$ cat config.mk
export PLATFORM = sky130hd
export DESIGN_NAME = id_ex_stage_flat
export DESIGN_NICKNAME = d
export VERILOG_FILES = /design/src/rtl/id_ex_stage_if.sv /design/src/rtl/id_ex_stage.sv /design/src/flat_wrapper.sv
export SDC_FILE = /design/constraint.sdc
export NUM_CORES = 1
export LEC_CHECK = 0
export CAP_MARGIN = 20
export CORE_AREA = 2 2 144 146
export DETAILED_ROUTE_END_ITERATION = 7
export DIE_AREA = 0 0 146 148
export DONT_BUFFER_PORTS = 1
export GPL_TIMING_DRIVEN = 0
export SLEW_MARGIN = 5
export SYNTH_ARGS = -nofsm -noshare
export SYNTH_HDL_FRONTEND = slang
export SYNTH_SLANG_ARGS = --single-unit
$ cat constraint.sdc
create_clock -name clk -period 5.33 [get_ports clk]
set_clock_uncertainty 0.05 [all_clocks]
set_input_delay 0.2665 -clock clk [delete_from_list [all_inputs] [get_ports clk]]
set_output_delay 0.2665 -clock clk [all_outputs]
set_load 0.03 [all_outputs]
$ cat src/rtl/id_ex_stage_if.sv
// ID/EX stage bundle: decode beat, forwarding taps and ALU-side outputs.
// The decode side drives the master modport; the stage uses the slave modport.
interface id_ex_stage_if #(
  parameter int XLEN       = 32,
  parameter int REG_ADDR_W = 5
);
  logic                  flush;
  logic                  in_valid;
  logic                  in_ready;
  logic [XLEN-1:0]       in_pc;
  logic [XLEN-1:0]       in_rs1_data;
  logic [XLEN-1:0]       in_rs2_data;
  logic [XLEN-1:0]       in_imm;
  logic [REG_ADDR_W-1:0] in_rs1_addr;
  logic [REG_ADDR_W-1:0] in_rs2_addr;
  logic [REG_ADDR_W-1:0] in_rd_addr;
  logic [2:0]            in_alu_ctrl;
  logic                  in_use_imm;
  logic                  in_reg_write;
  logic                  in_mem_read;
  logic                  in_mem_write;
  logic                  exmem_fwd_en;
  logic [REG_ADDR_W-1:0] exmem_rd;
  logic [XLEN-1:0]       exmem_data;
  logic                  memwb_fwd_en;
  logic [REG_ADDR_W-1:0] memwb_rd;
  logic [XLEN-1:0]       memwb_data;
  logic                  out_valid;
  logic                  out_ready;
  logic [XLEN-1:0]       A;
  logic [XLEN-1:0]       B;
  logic [2:0]            ALUControl;
  logic [XLEN-1:0]       store_data;
  logic [XLEN-1:0]       out_pc;
  logic [REG_ADDR_W-1:0] out_rd_addr;
  logic                  out_reg_write;
  logic                  out_mem_read;
  logic                  out_mem_write;

  modport master (
    output flush, in_valid, in_pc,
    output in_rs1_data, in_rs2_data, in_imm,
    output in_rs1_addr, in_rs2_addr, in_rd_addr,
    output in_alu_ctrl, in_use_imm,
    output in_reg_write, in_mem_read, in_mem_write,
    output exmem_fwd_en, exmem_rd, exmem_data,
    output memwb_fwd_en, memwb_rd, memwb_data,
    output out_ready,
    input  in_ready, out_valid,
    input  A, B, ALUControl, store_data,
    input  out_pc, out_rd_addr,
    input  out_reg_write, out_mem_read, out_mem_write
  );

  modport slave (
    input  flush, in_valid, in_pc,
    input  in_rs1_data, in_rs2_data, in_imm,
    input  in_rs1_addr, in_rs2_addr, in_rd_addr,
    input  in_alu_ctrl, in_use_imm,
    input  in_reg_write, in_mem_read, in_mem_write,
    input  exmem_fwd_en, exmem_rd, exmem_data,
    input  memwb_fwd_en, memwb_rd, memwb_data,
    input  out_ready,
    output in_ready, out_valid,
    output A, B, ALUControl, store_data,
    output out_pc, out_rd_addr,
    output out_reg_write, out_mem_read, out_mem_write
  );
endinterface

$ cat src/rtl/id_ex_stage.sv
// ID/EX pipeline register feeding the execute ALU.
// Holds one decoded beat, forwards EX/MEM and MEM/WB results onto it.
module id_ex_stage #(
  parameter int XLEN       = 32,
  parameter int REG_ADDR_W = 5
) (
  input logic          clk,
  input logic          rst_n,
  id_ex_stage_if.slave bus
);

  typedef struct packed {
    logic [XLEN-1:0]       pc;
    logic [XLEN-1:0]       rs1_data;
    logic [XLEN-1:0]       rs2_data;
    logic [XLEN-1:0]       imm;
    logic [REG_ADDR_W-1:0] rs1_addr;
    logic [REG_ADDR_W-1:0] rs2_addr;
    logic [REG_ADDR_W-1:0] rd_addr;
    logic [2:0]            alu_ctrl;
    logic                  use_imm;
    logic                  reg_write;
    logic                  mem_read;
    logic                  mem_write;
  } id_ex_t;

  id_ex_t          r_hold;
  logic            r_valid;
  id_ex_t          w_in;
  logic            w_in_ready;
  logic            w_accept;
  logic [XLEN-1:0] w_fwd_rs1;
  logic [XLEN-1:0] w_fwd_rs2;

  assign w_in_ready = !r_valid || bus.out_ready;
  assign w_accept   = bus.in_valid && w_in_ready;

  always_comb begin
    w_in           = '0;
    w_in.pc        = bus.in_pc;
    w_in.rs1_data  = bus.in_rs1_data;
    w_in.rs2_data  = bus.in_rs2_data;
    w_in.imm       = bus.in_imm;
    w_in.rs1_addr  = bus.in_rs1_addr;
    w_in.rs2_addr  = bus.in_rs2_addr;
    w_in.rd_addr   = bus.in_rd_addr;
    w_in.alu_ctrl  = bus.in_alu_ctrl;
    w_in.use_imm   = bus.in_use_imm;
    w_in.reg_write = bus.in_reg_write;
    w_in.mem_read  = bus.in_mem_read;
    w_in.mem_write = bus.in_mem_write;
  end

  // x0 is hard-wired zero, so it must never pick up a forwarded value
  always_comb begin
    w_fwd_rs1 = r_hold.rs1_data;
    priority case (1'b1)
      (r_hold.rs1_addr == '0):
        w_fwd_rs1 = r_hold.rs1_data;
      (bus.exmem_fwd_en &&
       bus.exmem_rd == r_hold.rs1_addr):
        w_fwd_rs1 = bus.exmem_data;
      (bus.memwb_fwd_en &&
       bus.memwb_rd == r_hold.rs1_addr):
        w_fwd_rs1 = bus.memwb_data;
      default:
        w_fwd_rs1 = r_hold.rs1_data;
    endcase
  end

  always_comb begin
    w_fwd_rs2 = r_hold.rs2_data;
    priority case (1'b1)
      (r_hold.rs2_addr == '0):
        w_fwd_rs2 = r_hold.rs2_data;
      (bus.exmem_fwd_en &&
       bus.exmem_rd == r_hold.rs2_addr):
        w_fwd_rs2 = bus.exmem_data;
      (bus.memwb_fwd_en &&
       bus.memwb_rd == r_hold.rs2_addr):
        w_fwd_rs2 = bus.memwb_data;
      default:
        w_fwd_rs2 = r_hold.rs2_data;
    endcase
  end

  // Stall refresh latches forwarded operands before the producer retires
  always_ff @(posedge clk or negedge rst_n) begin
    if (!rst_n) begin
      r_valid <= 1'b0;
      r_hold  <= '0;
    end else if (bus.flush) begin
      r_valid <= 1'b0;
    end else if (w_accept) begin
      r_valid <= 1'b1;
      r_hold  <= w_in;
    end else if (r_valid && bus.out_ready) begin
      r_valid <= 1'b0;
    end else if (r_valid) begin
      r_hold.rs1_data <= w_fwd_rs1;
      r_hold.rs2_data <= w_fwd_rs2;
    end
  end

  assign bus.in_ready      = w_in_ready;
  assign bus.out_valid     = r_valid;
  assign bus.A             = w_fwd_rs1;
  assign bus.B             = r_hold.use_imm ? r_hold.imm
                                            : w_fwd_rs2;
  assign bus.store_data    = w_fwd_rs2;
  assign bus.ALUControl    = r_hold.alu_ctrl;
  assign bus.out_pc        = r_hold.pc;
  assign bus.out_rd_addr   = r_hold.rd_addr;
  assign bus.out_reg_write = r_valid && r_hold.reg_write;
  assign bus.out_mem_read  = r_valid && r_hold.mem_read;
  assign bus.out_mem_write = r_valid && r_hold.mem_write;

endmodule

$ cat src/flat_wrapper.sv
// flat-port wrapper written by rule: the top's interface ports become plain ports
module id_ex_stage_flat 
#(
  parameter int XLEN       = 32,
  parameter int REG_ADDR_W = 5
)
  (clk, rst_n, bus_flush, bus_in_valid, bus_in_pc, bus_in_rs1_data, bus_in_rs2_data, bus_in_imm, bus_in_rs1_addr, bus_in_rs2_addr, bus_in_rd_addr, bus_in_alu_ctrl, bus_in_use_imm, bus_in_reg_write, bus_in_mem_read, bus_in_mem_write, bus_exmem_fwd_en, bus_exmem_rd, bus_exmem_data, bus_memwb_fwd_en, bus_memwb_rd, bus_memwb_data, bus_out_ready, bus_in_ready, bus_out_valid, bus_A, bus_B, bus_ALUControl, bus_store_data, bus_out_pc, bus_out_rd_addr, bus_out_reg_write, bus_out_mem_read, bus_out_mem_write);
  id_ex_stage_if #(.XLEN(XLEN), .REG_ADDR_W(REG_ADDR_W)) bus_i ();
  input logic clk;
  input logic rst_n;
  input wire logic [$bits(bus_i.flush)-1:0] bus_flush;
  input wire logic [$bits(bus_i.in_valid)-1:0] bus_in_valid;
  input wire logic [$bits(bus_i.in_pc)-1:0] bus_in_pc;
  input wire logic [$bits(bus_i.in_rs1_data)-1:0] bus_in_rs1_data;
  input wire logic [$bits(bus_i.in_rs2_data)-1:0] bus_in_rs2_data;
  input wire logic [$bits(bus_i.in_imm)-1:0] bus_in_imm;
  input wire logic [$bits(bus_i.in_rs1_addr)-1:0] bus_in_rs1_addr;
  input wire logic [$bits(bus_i.in_rs2_addr)-1:0] bus_in_rs2_addr;
  input wire logic [$bits(bus_i.in_rd_addr)-1:0] bus_in_rd_addr;
  input wire logic [$bits(bus_i.in_alu_ctrl)-1:0] bus_in_alu_ctrl;
  input wire logic [$bits(bus_i.in_use_imm)-1:0] bus_in_use_imm;
  input wire logic [$bits(bus_i.in_reg_write)-1:0] bus_in_reg_write;
  input wire logic [$bits(bus_i.in_mem_read)-1:0] bus_in_mem_read;
  input wire logic [$bits(bus_i.in_mem_write)-1:0] bus_in_mem_write;
  input wire logic [$bits(bus_i.exmem_fwd_en)-1:0] bus_exmem_fwd_en;
  input wire logic [$bits(bus_i.exmem_rd)-1:0] bus_exmem_rd;
  input wire logic [$bits(bus_i.exmem_data)-1:0] bus_exmem_data;
  input wire logic [$bits(bus_i.memwb_fwd_en)-1:0] bus_memwb_fwd_en;
  input wire logic [$bits(bus_i.memwb_rd)-1:0] bus_memwb_rd;
  input wire logic [$bits(bus_i.memwb_data)-1:0] bus_memwb_data;
  input wire logic [$bits(bus_i.out_ready)-1:0] bus_out_ready;
  output wire logic [$bits(bus_i.in_ready)-1:0] bus_in_ready;
  output wire logic [$bits(bus_i.out_valid)-1:0] bus_out_valid;
  output wire logic [$bits(bus_i.A)-1:0] bus_A;
  output wire logic [$bits(bus_i.B)-1:0] bus_B;
  output wire logic [$bits(bus_i.ALUControl)-1:0] bus_ALUControl;
  output wire logic [$bits(bus_i.store_data)-1:0] bus_store_data;
  output wire logic [$bits(bus_i.out_pc)-1:0] bus_out_pc;
  output wire logic [$bits(bus_i.out_rd_addr)-1:0] bus_out_rd_addr;
  output wire logic [$bits(bus_i.out_reg_write)-1:0] bus_out_reg_write;
  output wire logic [$bits(bus_i.out_mem_read)-1:0] bus_out_mem_read;
  output wire logic [$bits(bus_i.out_mem_write)-1:0] bus_out_mem_write;
  assign bus_i.flush = bus_flush;
  assign bus_i.in_valid = bus_in_valid;
  assign bus_i.in_pc = bus_in_pc;
  assign bus_i.in_rs1_data = bus_in_rs1_data;
  assign bus_i.in_rs2_data = bus_in_rs2_data;
  assign bus_i.in_imm = bus_in_imm;
  assign bus_i.in_rs1_addr = bus_in_rs1_addr;
  assign bus_i.in_rs2_addr = bus_in_rs2_addr;
  assign bus_i.in_rd_addr = bus_in_rd_addr;
  assign bus_i.in_alu_ctrl = bus_in_alu_ctrl;
  assign bus_i.in_use_imm = bus_in_use_imm;
  assign bus_i.in_reg_write = bus_in_reg_write;
  assign bus_i.in_mem_read = bus_in_mem_read;
  assign bus_i.in_mem_write = bus_in_mem_write;
  assign bus_i.exmem_fwd_en = bus_exmem_fwd_en;
  assign bus_i.exmem_rd = bus_exmem_rd;
  assign bus_i.exmem_data = bus_exmem_data;
  assign bus_i.memwb_fwd_en = bus_memwb_fwd_en;
  assign bus_i.memwb_rd = bus_memwb_rd;
  assign bus_i.memwb_data = bus_memwb_data;
  assign bus_i.out_ready = bus_out_ready;
  assign bus_in_ready = bus_i.in_ready;
  assign bus_out_valid = bus_i.out_valid;
  assign bus_A = bus_i.A;
  assign bus_B = bus_i.B;
  assign bus_ALUControl = bus_i.ALUControl;
  assign bus_store_data = bus_i.store_data;
  assign bus_out_pc = bus_i.out_pc;
  assign bus_out_rd_addr = bus_i.out_rd_addr;
  assign bus_out_reg_write = bus_i.out_reg_write;
  assign bus_out_mem_read = bus_i.out_mem_read;
  assign bus_out_mem_write = bus_i.out_mem_write;
  id_ex_stage #(.XLEN(XLEN), .REG_ADDR_W(REG_ADDR_W)) u_core (.clk(clk), .rst_n(rst_n), .bus(bus_i));
endmodule
==> out/qor_table.md, run 1 <==
| Quantity | Value | Unit |
| --- | --- | --- |
| Result of the run | finished, final reports clean | - |
| Post-synthesis cell area | 0.009590 | mm^2 |
| Synth top cells by count | sky130_fd_sc_hd__nand2_1 (349), sky130_fd_sc_hd__dfrtp_1 (151), sky130_fd_sc_hd__a22o_1 (97), sky130_fd_sc_hd__clkbuf_1 (78), sky130_fd_sc_hd__a221o_1 (60) | - |
| Overflow left after global routing | 0 | - |
| Adder-cell area share of the yosys netlist | 0 | % |
| First-pass GRT wire length | 60.14 | mm |
| Num ports | 372 | - |
| Fraction of synthesis flops using an asynchronous set or reset pin | 100.0 | % |
| Mux contribution to synthesized area | 0 | % |
| Core region area | 0.02004 | mm^2 |
| Pins over their slew limit | 0 | - |
| Area growth syn-to-layout | 20.83 | % |
| Via count of the routed design | 9894 | - |
| Worst slew pin tran | 1.014 | ns |
| Clock buffer count from CTS | 17 | - |
| Number of antenna violations at the first check in global routing | 1 | - |
| Startpoint kind of the worst setup timing path | flip-flop | - |
| Biggest area consumer among synthesized cells | sky130_fd_sc_hd__dfrtp_1 | - |
| Hold Path Class | in2reg | - |
| Setup TNS | 0 | ns |
| Static leakage power | 5.106 | nW |
| Slew Limit Headroom | 32.41 | % |
| Nature of the critical path endpoint | output pin | - |
| Final estimated routing congestion in global placement | 0.9198 | - |
| Unrepaired setup endpoints after global routing | false | - |
| Timing-limited maximum frequency | 0.2713 | GHz |
| Combined global-route utilization of all metal layers | 37.07 | % |
| IO buf count | 0 | - |
| Delay of the slowest cell on the worst path | 0.68 | ns |
| Number of flops mapped to enable cells by yosys | 0 | - |
| Number of vias per cell after detailed routing | 6.416 | - |
| Fraction of layout instances using a drive strength above 1 | 7.783 | % |
| Number of hold-slack violations in the final timing report | 0 | - |
| Number of nets in the finished design | 1490 | - |
| Initial core utilization | 47.86 | % |
| Setup slack at placement | 2.161 | ns |
| Deepest level of the CTS H-tree | 4 | - |
| CTS sink count | 151 | - |
| Avg Inst Size Synth | 8.427 | um^2 |
| List of cells traversed by the critical path | xor2_1 > nor4_4 > a22oi_2 > or2_1 > clkbuf_1 > buf_2 > a22oi_1 | - |
| Clock-pin slew on the worst setup and hold paths | 0.08 | ns |
| Xor/xnor cell area share of the yosys netlist | 1.826 | % |
| Clk Latency, worst-skew pair | 0.44 | ns |
| First DRT Iteration DRCs | 1041 | - |
| CP max-delay cell | sky130_fd_sc_hd__nor4_4 | - |
| Total wire length after detailed routing | 41.12 | mm |
| Top fanout value on the critical path | 10 | - |
| DRC errors left | 0 | - |
| Number of nets in the synthesized netlist | 1369 | - |
| Maximum number of pins on one net before global-route repair | 152 | - |
| Vias in the first global route | 9604 | - |
| Most frequently used cell type in the post-synthesis netlist | sky130_fd_sc_hd__nand2_1 | - |
| Share of the synthesized area in the top cell type | 39.40 | % |
| Final Power | 4.231 | mW |
| Fraction of the yosys area taken by sequential cells | 39.40 | % |
| Top cells by area in the synthesized netlist | sky130_fd_sc_hd__dfrtp_1 (39%), sky130_fd_sc_hd__nand2_1 (14%), sky130_fd_sc_hd__a22o_1 (8.9%) | - |
| Final-report setup violation count | 0 | - |
| Max-capacitance violation count | 0 | - |
| Min setup slack post-route | 1.644 | ns |
| Top flip-flop cell by instance count after synthesis | sky130_fd_sc_hd__dfrtp_1 | - |
| Detailed-placement wirelength estimate | 29.47 | mm |
| Number of instances in the synthesized netlist | 1138 | - |
| Ant. Diodes | 0 | - |
| FILL cells | 1873 | - |
| CTS tree | done | - |
| Data arrival time of the critical path | 3.37 | ns |
| Required time of the critical path | 5.01 | ns |
| Post-CTS setup buffer count | 0 | - |
| Master cell of the clock root buffer | sky130_fd_sc_hd__clkbuf_16 | - |
| Synth warnings | 0 | - |
| Bufs on Longest Clock Path | 2 | - |
| Die Ht | 148 | um |
| Share of synthesized cell area in and, or, nand and nor gates | 20.10 | % |
| Resized Gates After CTS | 0 | - |
| Number of distinct library cells after synthesis | 49 | - |
| TritonRoute pass-1 iters | 7 | - |
| Floorplan row count | 52 | - |
| Wirelength per Cell | 26.67 | um |
| Final critical path time including I/O delays and setup | 3.686 | ns |
| Share of the cycle needed by the critical path after routing | 69.15 | % |
| Total power divided by cell area | 365.1 | mW/mm^2 |
| Count of state elements after synthesis | 151 | - |
| Dominant combinational cell family by area after synthesis | compound AO/OA/AOI/OAI gates | - |
| Start-to-end type of the worst setup path | reg2out | - |
| Die Wd | 146 | um |
| Final antenna-violating net count | 0 | - |
| Max rail drop VDD | 231.5 | uV |
| Post-synthesis compound-gate area fraction | 30.48 | % |
| Die Area | 0.02161 | mm^2 |
## metrics by stage
step	hold WS, ns	instances	utilization (%)	cell area, um^2
global route	0.003915	1542	57.83	11590
floorplan	-0.07909	1138	-	9590
global placement	-0.07570	1408	49.54	9928
CTS	0.0007621	1542	57.83	11590
finish	0.003801	1542	57.83	11590
detailed placement	-0.07391	1408	49.54	9928
## repair_timing
action / in CTS / in global routing
hold buffers: 102 / 0
setup endpoints to repair: 0 / 0
hold endpoints to repair: 249 / 0
## placed cells by master, fill, tap and decap left out, types with 3 or more instances in the layout
cell                              n
sky130_fd_sc_hd__o21ai_1         31
sky130_fd_sc_hd__xnor2_1          8
sky130_fd_sc_hd__inv_1            8
sky130_fd_sc_hd__or2_1            4
sky130_fd_sc_hd__o31ai_1          8
sky130_fd_sc_hd__buf_4           40
sky130_fd_sc_hd__and2_1          36
sky130_fd_sc_hd__nor3_1           7
sky130_fd_sc_hd__nor2_1          11
sky130_fd_sc_hd__clkinv_4         3
sky130_fd_sc_hd__dfrtp_1        151
sky130_fd_sc_hd__xor2_1          12
sky130_fd_sc_hd__buf_2           14
sky130_fd_sc_hd__a31oi_1         29
sky130_fd_sc_hd__dlygate4sd3_1  101
sky130_fd_sc_hd__inv_6            4
sky130_fd_sc_hd__a22oi_1          5
sky130_fd_sc_hd__inv_8            4
sky130_fd_sc_hd__clkbuf_16       17
sky130_fd_sc_hd__o31a_1          24
sky130_fd_sc_hd__a22o_1          97
sky130_fd_sc_hd__buf_1            9
sky130_fd_sc_hd__clkbuf_1        78
sky130_fd_sc_hd__o2bb2ai_1       55
sky130_fd_sc_hd__a221o_1         60
sky130_fd_sc_hd__a21bo_1          7
sky130_fd_sc_hd__buf_6            3
sky130_fd_sc_hd__o21ai_0         22
sky130_fd_sc_hd__o22ai_1          3
sky130_fd_sc_hd__o211ai_1         3
sky130_fd_sc_hd__nand2_1        349
sky130_fd_sc_hd__nand3_1         33
## worst paths after layout
kind	startpoint	to	slack (ns)	depth (start not counted)
setup / recovery	u_core.r_hold[15]	bus_store_data[23]	1.64	7
hold / removal	bus_exmem_data[20]	u_core.r_hold[106]	0.004	2
setup reg to reg	u_core.bus.out_valid	u_core.r_hold[76]	1.87	7
hold reg to reg	u_core.bus.out_pc[8]	u_core.bus.out_pc[8]	0.43	2
max in group asynchronous	rst_n	u_core.r_hold[109]	4.08	2
min in group asynchronous	rst_n	u_core.r_hold[58]	0.40	2
## power breakdown
part	leakage (nW)	total [mW]	internal (mW)	switching, mW
clock	0.307	1.31	0.728	0.584
sequential	1.86	1.47	1.32	0.147
combinational	2.93	1.45	0.434	1.02
## metal layers
metal / wire length [um] / part of all wire (%) / vias to the layer above / track usage (%)
met4: 1790 / 4.4 / 2 / 15.53
met3: 4298 / 10 / 110 / 9.969
met1: 16010 / 39 / 4836 / 47.30
li1: - / - / 4331 / -
met5: 13 / 0.032 / - / 0
met2: 19010 / 46 / 615 / 59.91
## flip-flops by register name, summed over array words and instances (netlist names)
signal and cells:
u_core.bus.ALUControl 3, u_core.bus.out_pc 32, u_core.bus.out_valid 1, u_core.bus.out_rd_addr 5
u_core.r_hold 110
## kinds of logic after synthesis
logic type / after synthesis
flip-flops: 151
buffers and inverters: 156
AND/OR/NAND/NOR: 455
XOR/XNOR: 20
AO/OA/AOI/OAI: 356
## worst max-delay path: cells and delay by family (launching register included)
kind | cells | cell delay (ns)
and+or+nand+nor | 2 | 0.96
xor gates and xnor gates | 1 | 0.21
DFF | 1 | 0.46
buffers and inverters | 2 | 0.33
AOI/OAI and AO/OA | 2 | 0.97
## final cells by class
type	instances	area, um^2	share of cell area (%)
Sequential cell	151	3779	32.61
Clock inverter	14	182.7	1.576
Buffer	146	748.2	6.457
Clock buffer	18	439.2	3.790
Inverter	10	37.54	0.3239
Tap cell	270	337.8	2.915
Timing Repair Buffer	102	1039	8.961
Multi-Input combinational cell	831	5026	43.37
Note: power is estimated with default switching activity, not from simulation.
==> run 2: changes to the inputs <==
Settings changed: ABC_AREA set to 1, PLACE_DENSITY set to 0.69.
Clock period 5.33 ns to 3.35 ns, I/O delays scaled along.
==> out/qor_table.md, run 2 <==
| Quantity | Value | Unit |
| --- | --- | --- |
| Detailed-placement wirelength estimate | 25.82 | mm |
| Vias in the first global route | 10110 | - |
| Core region area | 0.02004 | mm^2 |
| Wire length on met3 | 2.247 | mm |
| Die Area | 0.02161 | mm^2 |
| Biggest area consumer among synthesized cells | sky130_fd_sc_hd__dfrtp_1 | - |
| Share of the cycle needed by the critical path after routing | 91.66 | % |
| Static leakage power | 7.307 | nW |
| Die Wd | 146 | um |
| Data arrival time of the critical path | 2.85 | ns |
| Share of synthesized cell area in and, or, nand and nor gates | 37.33 | % |
| Number of nets in the finished design | 1993 | - |
| Max-capacitance violation count | 0 | - |
| Commonest non-fill, non-tap cells in the layout | sky130_fd_sc_hd__nand2_1 (610), sky130_fd_sc_hd__nor2_1 (266), sky130_fd_sc_hd__inv_1 (213) | - |
| Share of the synthesized area in the top cell type | 36.76 | % |
| Final critical path time including I/O delays and setup | 3.071 | ns |
| Setup TNS | 0 | ns |
| Wire length on met2 | 17.02 | mm |
| Startpoint kind of the worst setup timing path | flip-flop | - |
| Count of state elements after synthesis | 151 | - |
| Required time of the critical path | 3.13 | ns |
| Final-report setup violation count | 0 | - |
| Number of nets in the synthesized netlist | 1823 | - |
| Final standard cell utilization of the core | 63.57 | % |
| Adder-cell area share of the yosys netlist | 0 | % |
| Hold Path Class | in2async | - |
| Total power divided by cell area | 554.3 | mW/mm^2 |
| Deepest level of the CTS H-tree | 4 | - |
| Mux contribution to synthesized area | 8.326 | % |
| Flip-flop count of the largest register after layout | 110 | - |
| Dominant combinational cell family by area after synthesis | simple AND/OR/NAND/NOR gates | - |
| TritonRoute pass-1 iters | 5 | - |
| Top cells by area in the synthesized netlist | sky130_fd_sc_hd__dfrtp_1 (37%), sky130_fd_sc_hd__nand2_1 (22%), sky130_fd_sc_hd__nor2_1 (9.7%) | - |
| Num ports | 372 | - |
| Number of flops mapped to enable cells by yosys | 0 | - |
| Timing-limited maximum frequency | 0.3257 | GHz |
| Slew Limit Headroom | 27.80 | % |
| Clock-pin slew on the worst setup and hold paths | 0.08 | ns |
| Failing checks | hold timing | - |
| Max rail drop VDD | 423.3 | uV |
| Maximum number of pins on one net before global-route repair | 152 | - |
| Synth warnings | 0 | - |
| Most common cell after layout, fill and taps aside | sky130_fd_sc_hd__nand2_1 | - |
| Fraction of layout instances using a drive strength above 1 | 13.24 | % |
| Start-to-end type of the worst setup path | reg2out | - |
| Clock buffer count from CTS | 17 | - |
| Worst hold margin | -0.6189 | ns |
| Nature of the critical path endpoint | output pin | - |
| Most flops, register | u_core.r_hold | - |
| DRC errors left | 0 | - |
| Post-synthesis cell area | 0.01028 | mm^2 |
| Number of distinct library cells after synthesis | 21 | - |
| Master cell of the clock root buffer | sky130_fd_sc_hd__clkbuf_16 | - |
| Final antenna-violating net count | 0 | - |
| Final Power | 7.061 | mW |
| Pins over their slew limit | 0 | - |
| First-pass GRT wire length | 54.39 | mm |
| Hold buffers post-CTS | 151 | - |
| Result of the run | complete, but fails checks | - |
| Area growth syn-to-layout | 23.93 | % |
| Ant. Diodes | 0 | - |
| Fraction of synthesis flops using an asynchronous set or reset pin | 100.0 | % |
| Die Ht | 148 | um |
| Unrepaired setup endpoints after global routing | false | - |
| Final estimated routing congestion in global placement | 0.9709 | - |
| Number of vias per cell after detailed routing | 4.982 | - |
| Wirelength per Cell | 17.21 | um |
| CTS tree | done | - |
| Number of instances in the synthesized netlist | 1592 | - |
| Total wire length after detailed routing | 35.19 | mm |
| Floorplan row count | 52 | - |
| Via count of the routed design | 10190 | - |
| Post-synthesis compound-gate area fraction | 2.288 | % |
| Met1 Wirelength | 14.93 | mm |
| Synth top cells by count | sky130_fd_sc_hd__nand2_1 (610), sky130_fd_sc_hd__nor2_1 (266), sky130_fd_sc_hd__inv_1 (213), sky130_fd_sc_hd__dfrtp_1 (151), sky130_fd_sc_hd__mux2_2 (76) | - |
| Avg Inst Size Synth | 6.456 | um^2 |
| Initial core utilization | 51.29 | % |
| Fraction of the yosys area taken by sequential cells | 36.76 | % |
| Top fanout value on the critical path | 10 | - |
| Number of antenna violations at the first check in global routing | 0 | - |
| Uppermost layer routed | met4 | - |
| Clk Latency, worst-skew pair | 0.43 | ns |
| Xor/xnor cell area share of the yosys netlist | 0 | % |
| First DRT Iteration DRCs | 630 | - |
| Bufs on Longest Clock Path | 2 | - |
| IO buf count | 0 | - |
| Overflow left after global routing | 0 | - |
| Top flip-flop cell by instance count after synthesis | sky130_fd_sc_hd__dfrtp_1 | - |
| Most frequently used cell type in the post-synthesis netlist | sky130_fd_sc_hd__nand2_1 | - |
| Combined global-route utilization of all metal layers | 32.27 | % |
| CTS sink count | 151 | - |
| Number of hold-slack violations in the final timing report | 151 | - |
| Worst slew pin tran | 1.072 | ns |
## run 2: cell types whose count changed in the layout (fill, tap and decap cells not counted), sizes merged, moves of 50 or more
cell | previous run | this run
o2bb2ai | 55 | 0
nand2 | 349 | 611
inv | 18 | 230
a22o | 97 | 0
mux2 | 0 | 76
clkbuf | 96 | 43
dlygate4sd3 | 101 | 151
a221o | 60 | 0
nor2 | 11 | 285
## run 2: final timing paths
path	cells after the start	endpoint	slack, ns	from
max in group asynchronous	0	u_core.r_hold[54]	3.60	rst_n
worst min-delay path	0	u_core.r_hold[94]	-0.62	rst_n
worst max register to register	8	u_core.r_hold[82]	0.50	u_core.bus.out_valid
min in group clk	6	u_core.r_hold[109]	0.05	bus_exmem_data[23]
worst min register to register	2	u_core.r_hold[68]	0.43	u_core.r_hold[68]
worst max-delay path	8	bus_B[12]	0.28	u_core.r_hold[16]
## run 2: metrics by stage
stage / cell area (um^2) / instances / worst slack, ns / hold slack (ns)
floorplan: 10280 / 1592 / 1.200 / -0.1781
global placement: 10620 / 1862 / 0.5317 / -0.1729
detailed placement: 10620 / 1862 / 0.5494 / -0.1734
CTS: 12740 / 2045 / 0.08059 / -0.6384
global route: 12740 / 2045 / 0.1018 / -0.6384
finish: 12740 / 2045 / 0.2794 / -0.6189
## run 2: power breakdown
part / internal, mW / total, mW / switching (mW) / leakage [nW]
clock: 1.14 / 2.04 / 0.907 / 0.302
combinational: 0.760 / 2.66 / 1.90 / 5.20
sequential: 2.15 / 2.36 / 0.209 / 1.80
total: 4.05 / 7.06 / 3.01 / 7.31
## run 2: worst max-delay path, stage by stage, from the launching register on
cell and delay (ns):
sky130_fd_sc_hd__dfrtp_1 0.42, sky130_fd_sc_hd__inv_1 0.14, sky130_fd_sc_hd__nand2_1 0.08, sky130_fd_sc_hd__nor4_2 0.49
sky130_fd_sc_hd__buf_2 0.33, sky130_fd_sc_hd__nor2_1 0.08, sky130_fd_sc_hd__nand2_1 0.09, sky130_fd_sc_hd__nand2_1 0.12
sky130_fd_sc_hd__o21ai_1 0.67
## run 2: layout make-up
| type | instances | area [um^2] |
|---|---|---|
| multi-input cells | 1097 | 4928 |
| repair buffers | 151 | 1511 |
| clock buffers | 17 | 425.4 |
| plain buffers | 123 | 742.0 |
| flip-flops and latches | 151 | 3779 |
| fillers | 1819 | 7301 |
| clock inverters | 15 | 185.2 |
| well taps | 270 | 337.8 |
| inverters | 221 | 829.5 |
## run 2: metal layers
layer | global-route usage, % | up-vias
met5 | 0 | -
met4 | 10.53 | 0
met3 | 6.728 | 59
met2 | 55.00 | 422
met1 | 41.26 | 4686
li1 | - | 5021
## run 2: cells by family after synthesis
| logic type | after synthesis |
|---|---|
| multiplexers | 76 |
| buffers and inverters | 344 |
| AO/OA/AOI/OAI | 47 |
| flip-flops | 151 |
| AND/OR/NAND/NOR | 974 |
## run 2: what timing repair did
action	4_1_cts	5_1_grt
setup endpoints to repair	0	2
hold endpoints to repair	301	151
resized for setup	0	2
setup buffers	0	0
